--- src/rtl/sensor_stream_packer.sv ---
// Frames multi-channel sensor samples into a UART byte stream: HEADER, SEQ, data bytes MSB-first[, CSUM].
// Define SENSOR_PACKER_CHECKSUM_EN to append the checksum byte; by default the checksum logic is absent.
//
// state  | meaning
// IDLE   | no frame active, tx_valid low
// HDR    | presenting HEADER byte
// SEQ    | presenting sequence number
// DATA   | presenting data byte r_idx of the active frame
// CSUM   | presenting checksum (checksum build only)
module sensor_stream_packer #(
  parameter int          NUM_CH   = 3,
  parameter int          CH_BYTES = 3,
  parameter logic [7:0]  HEADER   = 8'hA5
) (
  input  logic                         clk,
  input  logic                         rst,
  input  logic                         frame_valid,
  input  logic [NUM_CH*CH_BYTES*8-1:0] frame_data,
  output logic [7:0]                   tx_data,
  output logic                         tx_valid,
  input  logic                         tx_ready,
  output logic                         busy,
  output logic                         pending_full,
  output logic [7:0]                   drop_count,
  output logic [7:0]                   seq_out
);

  localparam int NB = NUM_CH * CH_BYTES;
  localparam int FW = NB * 8;
  localparam int IW = (NB > 1) ? $clog2(NB) : 1;
  localparam logic [IW-1:0] LAST_IDX = IW'(NB - 1);

  typedef enum logic [2:0] {
    S_IDLE,
    S_HDR,
    S_SEQ,
    S_DATA
`ifdef SENSOR_PACKER_CHECKSUM_EN
    , S_CSUM
`endif
  } state_t;

  state_t          r_state;
  logic [IW-1:0]   r_idx;
  logic [FW-1:0]   r_active;
  logic            r_active_vld;
  logic [FW-1:0]   r_pend;
  logic            r_pend_vld;
  logic [7:0]      r_tx_data;
  logic            r_tx_valid;
  logic [7:0]      r_seq;
  logic [7:0]      r_drop;
`ifdef SENSOR_PACKER_CHECKSUM_EN
  logic [7:0]      r_csum;
  logic [7:0]      w_csum_nxt;
`endif

  state_t          w_state_nxt;
  logic [IW-1:0]   w_idx_nxt;
  logic [7:0]      w_tx_data_nxt;
  logic            w_hs;
  logic            w_end;
  logic [IW-1:0]   w_byte_idx;
  logic [FW-1:0]   w_shifted;
  logic [7:0]      w_byte;

  assign w_hs       = r_tx_valid && tx_ready;
  // Byte needed next: byte 0 when leaving SEQ, otherwise the one after the current index.
  assign w_byte_idx = (r_state == S_SEQ) ? '0 : r_idx + 1'b1;
  assign w_shifted  = r_active << {w_byte_idx, 3'b000};
  assign w_byte     = w_shifted[FW-1 -: 8];

  always_comb begin
    w_state_nxt   = r_state;
    w_idx_nxt     = r_idx;
    w_tx_data_nxt = r_tx_data;
    w_end         = 1'b0;
`ifdef SENSOR_PACKER_CHECKSUM_EN
    w_csum_nxt    = r_csum;
`endif
    case (r_state)
      S_IDLE: begin
        if (frame_valid) begin
          w_state_nxt   = S_HDR;
          w_tx_data_nxt = HEADER;
        end
      end
      S_HDR: begin
        if (w_hs) begin
          w_state_nxt   = S_SEQ;
          w_tx_data_nxt = r_seq;
`ifdef SENSOR_PACKER_CHECKSUM_EN
          w_csum_nxt    = r_seq;
`endif
        end
      end
      S_SEQ: begin
        if (w_hs) begin
          w_state_nxt   = S_DATA;
          w_idx_nxt     = '0;
          w_tx_data_nxt = w_byte;
        end
      end
      S_DATA: begin
        if (w_hs) begin
`ifdef SENSOR_PACKER_CHECKSUM_EN
          w_csum_nxt = r_csum + r_tx_data;
`endif
          if (r_idx == LAST_IDX) begin
`ifdef SENSOR_PACKER_CHECKSUM_EN
            w_state_nxt   = S_CSUM;
            w_tx_data_nxt = r_csum + r_tx_data;
`else
            w_end = 1'b1;
`endif
          end else begin
            w_idx_nxt     = r_idx + 1'b1;
            w_tx_data_nxt = w_byte;
          end
        end
      end
`ifdef SENSOR_PACKER_CHECKSUM_EN
      S_CSUM: begin
        if (w_hs) w_end = 1'b1;
      end
`endif
      default: w_state_nxt = S_IDLE;
    endcase

    // A frame arriving on the final handshake is taken rather than dropped.
    if (w_end) begin
      if (r_pend_vld || frame_valid) begin
        w_state_nxt   = S_HDR;
        w_tx_data_nxt = HEADER;
      end else begin
        w_state_nxt = S_IDLE;
      end
    end
  end

  always_ff @(posedge clk) begin
    if (rst) begin
      r_state      <= S_IDLE;
      r_idx        <= '0;
      r_active     <= '0;
      r_active_vld <= 1'b0;
      r_pend       <= '0;
      r_pend_vld   <= 1'b0;
      r_tx_data    <= 8'h00;
      r_tx_valid   <= 1'b0;
      r_seq        <= 8'h00;
      r_drop       <= 8'h00;
`ifdef SENSOR_PACKER_CHECKSUM_EN
      r_csum       <= 8'h00;
`endif
    end else begin
      r_state    <= w_state_nxt;
      r_idx      <= w_idx_nxt;
      r_tx_data  <= w_tx_data_nxt;
      r_tx_valid <= (w_state_nxt != S_IDLE);
`ifdef SENSOR_PACKER_CHECKSUM_EN
      r_csum     <= w_csum_nxt;
`endif
      if (w_end) r_seq <= r_seq + 8'd1;

      if (r_state == S_IDLE) begin
        if (frame_valid) begin
          r_active     <= frame_data;
          r_active_vld <= 1'b1;
        end
      end else if (w_end) begin
        if (r_pend_vld) begin
          r_active <= r_pend;
          if (frame_valid) r_pend <= frame_data;
          else             r_pend_vld <= 1'b0;
        end else if (frame_valid) begin
          r_active <= frame_data;
        end else begin
          r_active_vld <= 1'b0;
        end
      end else if (frame_valid) begin
        if (!r_pend_vld) begin
          r_pend     <= frame_data;
          r_pend_vld <= 1'b1;
        end else if (r_drop != 8'hFF) begin
          r_drop <= r_drop + 8'd1;
        end
      end
    end
  end

  assign tx_data      = r_tx_data;
  assign tx_valid     = r_tx_valid;
  assign busy         = r_active_vld || r_pend_vld;
  assign pending_full = r_pend_vld;
  assign drop_count   = r_drop;
  assign seq_out      = r_seq;

endmodule

--- config.mk ---
export PLATFORM = sky130hd
export DESIGN_NAME = sensor_stream_packer
export DESIGN_NICKNAME = d
export VERILOG_FILES = /design/src/rtl/sensor_stream_packer.sv
export SDC_FILE = /design/constraint.sdc
export NUM_CORES = 1
export LEC_CHECK = 0
export ABC_CLOCK_PERIOD_IN_PS = 2100
export CORE_ASPECT_RATIO = 0.7
export CORE_UTILIZATION = 51
export DETAILED_ROUTE_END_ITERATION = 8
export HOLD_SLACK_MARGIN = 0.08
export PLACE_DENSITY = 0.76
export SLEW_MARGIN = 5
export SYNTH_ARGS = -nofsm -noshare
export SYNTH_HDL_FRONTEND = slang
export SYNTH_SLANG_ARGS = --single-unit
--- constraint.sdc ---
create_clock -name clk -period 2.1 [get_ports clk]
set_input_delay 0.42 -clock clk [delete_from_list [all_inputs] [get_ports clk]]
set_output_delay 0.42 -clock clk [all_outputs]
set_load 0.005 [all_outputs]
==> results.cfg <==
[status]
status = finished, violations left
violations = negative setup slack

[cts]
htreeDepth = 4
cts_buffer_depth = 2
cts_tree = yes
clockRootBuffer = clkbuf_16
cts_made_buffers = 17
clk_pin_slew_ns = 0.07
clk_latency_ns = 0.44
cts.sink_count = 178

[sta]
finalCriticalPeriod_ns = 2.12
finalHoldViolCount = 0
max_slew_margin = 0.367
fmax_mhz = 472
rsz0062_at_grt = yes
worst_slack_ns = -0.0188
slew_violations = 0
clock-skew-final_ns = 0.0148
period_share = 1.01
setup-violations-final = 1
hold_slack_ns = 0.193
fin_tns_setup_ns = -0.0188
worstMarginPinSlew_ns = 0.950

[worst_hold_path]
min_from = rst
min_path_cells = 2
worstHoldPathType = in -> reg

[power_and_ir_drop]
post-layout-total-power_mw = 8.47
vdd_ir_drop_max_v = 0.000466
power_density_nw_per_um2 = 743
power_leakage_nw = 3.94

[cells_and_area]
stdcell_count = 1446
final_cell_mix = nand2_1 (174), dfxtp_1 (174), nor2_1 (108), clkdlybuf4s50_1 (101), o21ai_0 (91)
nets = 1282
n_fill_cell = 1434
n_antenna_cell = 0
utilization = 0.660
layout-drive-gt1-share = 0.192
syn_to_final_growth_pct = 25.8

[setup_path]
cp_num_buf_inv = 2
endpoint = tx_data[3]$_SDFF_PP0_
crit_required_ns = 2.44
critPathLaunch = r_idx[0]$_SDFFE_PP0P_
cpMaxStageDelayCell = mux4_2
r2r-start = r_idx[0]$_SDFFE_PP0P_
cpLargestDelayFamily = multiplexers
slowest_delay_ns = 0.48
cp_max_fo = 6
rrSetupSlack_ns = -0.02
crit_path_end_kind = flop
r2r_cells = 8
arrival_ns = 2.45
crit_chain = inv_1 -> ha_4 -> buf_6 -> mux2i_2 -> mux4_2 -> a21oi_2 -> a2111oi_0 -> a211oi_1
worstSetupPathDepth = 8
r2r_end = tx_data[3]$_SDFF_PP0_
critical_path_class = reg -> reg
cp-start-kind = flop

[global_routing]
grt_pass1_wl_um = 40200
antenna_found_initial = 0
grt.overflow.total = 0
grt_pass1_vias = 7619
grt_max_degree = 167
grt_usage = 0.277

[die]
die_w_um = 161
rows = 40
coreArea_um2 = 17300
ios = 103
initial_core_util = 0.525
die_h_um = 114
dieArea_um2 = 18300

[drt]
wl_um = 25100
viasPerCell = 5.83
post_drt_wl_per_cell_um = 17.3
dr.pass1.iters = 7
drc_errors = 0
drtIter0Drc = 953
vias = 8435
drtAntennaViolNets = 0

[yosys]
syn_inst = 1098
syn-cell-area_um2 = 9060
synth_edf_count = 0
syn_nets = 1178
yosysSeqAreaShare = 0.393
syn_avg_cell_area_um2 = 8.25
ys.flop_type = dfxtp_1
async_reset_ff_frac = 0
ys_ff_latch = 178
yosysUniqueCellTypes = 70
yosysWarningCount = 0

[flow_run]
maxCapViolations = 0

[place]
place.gp.congestion = 0.867
dp.cells = 1413
hpwl_um = 16900
io_buffers = 102
stage by stage:
step,setup slack [ns],area [um2]
global placement,-0.234,10600
CTS,0.00111,11300
global route,-0.0872,11400
detailed placement,-0.255,10600
floorplan,0.00532,9070
finish,-0.0188,11400
state kept, by name, summed over array words and instances, names as in the netlist:
name and flops:
r_active 72, tx_valid 1, r_active_vld 1, r_idx 4, r_pend 72, drop_count 8, tx_data 8, seq_out 8
r_state 3, pending_full 1
where the power goes:
group / internal (mW) / total [mW] / leakage [nW] / switching, mW
registers: 3.58 / 3.72 / 1.46 / 0.139
clock network: 2.08 / 3.50 / 0.309 / 1.42
logic: 0.554 / 1.25 / 2.17 / 0.693
worst reg2reg max path, stage by stage, from the launching register on:
cell and delay (ns):
dfxtp_2 0.37, inv_1 0.09, ha_4 0.26, buf_6 0.14, mux2i_2 0.18, mux4_2 0.48, a21oi_2 0.17, a2111oi_0 0.08
a211oi_1 0.26
how the worst min path moves through the flow:
stage | end | slack (ns)
detailed placement | r_pend[9]$_SDFFE_PP0P_ | 0.44
global route | r_state[1]$_SDFF_PP0_ | 0.17
CTS | r_state[1]$_SDFF_PP0_ | 0.18
global placement | r_pend[58]$_SDFFE_PP0P_ | 0.44
finish | r_state[1]$_SDFF_PP0_ | 0.19
floorplan | r_pend[0]$_SDFFE_PP0P_ | 0.43
timing repair:
| action | in CTS | in global routing |
|---|---|---|
| hold buffers | 0 | 0 |
| buffers inserted | 1 | 0 |
| pin swaps | 2 | 3 |
| gates resized for setup | 7 | 19 |
| endpoints found under the setup margin | 4 | 9 |
| gates cloned | 0 | 0 |
cell type report:
cell class | instances | area (um2) | area share
multi-input cells | 808 | 5070 | 0.445
flip-flops and latches | 178 | 3570 | 0.313
repair buffers | 182 | 1760 | 0.155
clock buffers | 19 | 453 | 0.0397
well taps | 231 | 289 | 0.0254
clock inverters | 13 | 194 | 0.0170
inverters | 15 | 56.3 | 0.00494
cells by family (layout without fill, tap and decap cells):
| group | count (synthesis) | in the layout | share of synthesized area |
|---|---|---|---|
| XOR/XNOR | 16 | 16 | 0.0163 |
| buffers and inverters | 112 | 229 | 0.0605 |
| other | 1 | 1 | 0.000414 |
| AO/OA/AOI/OAI | 328 | 328 | 0.261 |
| flip-flops | 178 | 178 | 0.393 |
| adder cells (fa/ha/maj) | 4 | 4 | 0.00552 |
| AND/OR/NAND/NOR | 436 | 436 | 0.226 |
| multiplexers | 23 | 23 | 0.0370 |
layer usage:
layer | track usage | wire (um) | share of wire
met1 | 0.416 | 12200 | 0.49
met2 | 0.391 | 10800 | 0.43
met3 | 0.0753 | 1910 | 0.076
met4 | 0.0610 | 167 | 0.0067
met5 | 0 | 0 | 0
synth_stat cells, types with 4 or more instances:
cell type | instances | area, um2
mux2i_1 | 11 | 110
a21o_1 | 4 | 30.0
nand4_1 | 8 | 50.1
a31oi_1 | 13 | 81.3
xor2_1 | 12 | 105
dfxtp_1 | 178 | 3560
nor2b_1 | 4 | 25.0
nor3_1 | 9 | 45.0
a21oi_1 | 92 | 460
a211oi_1 | 8 | 60.1
inv_1 | 15 | 56.3
ha_1 | 4 | 50.1
or3_1 | 75 | 469
mux2_2 | 4 | 45.0
nand3_1 | 24 | 120
buf_4 | 21 | 158
nand2_1 | 177 | 664
a311oi_1 | 5 | 43.8
mux4_2 | 8 | 180
a211oi_2 | 70 | 876
o21ai_0 | 92 | 460
clkbuf_1 | 46 | 173
a2111oi_0 | 4 | 35.0
buf_2 | 27 | 135
and3_1 | 4 | 25.0
nor2_1 | 108 | 405
o31ai_1 | 5 | 37.5
and2_1 | 4 | 25.0
o22ai_1 | 6 | 37.5
(Power assumes the default switching activity.)
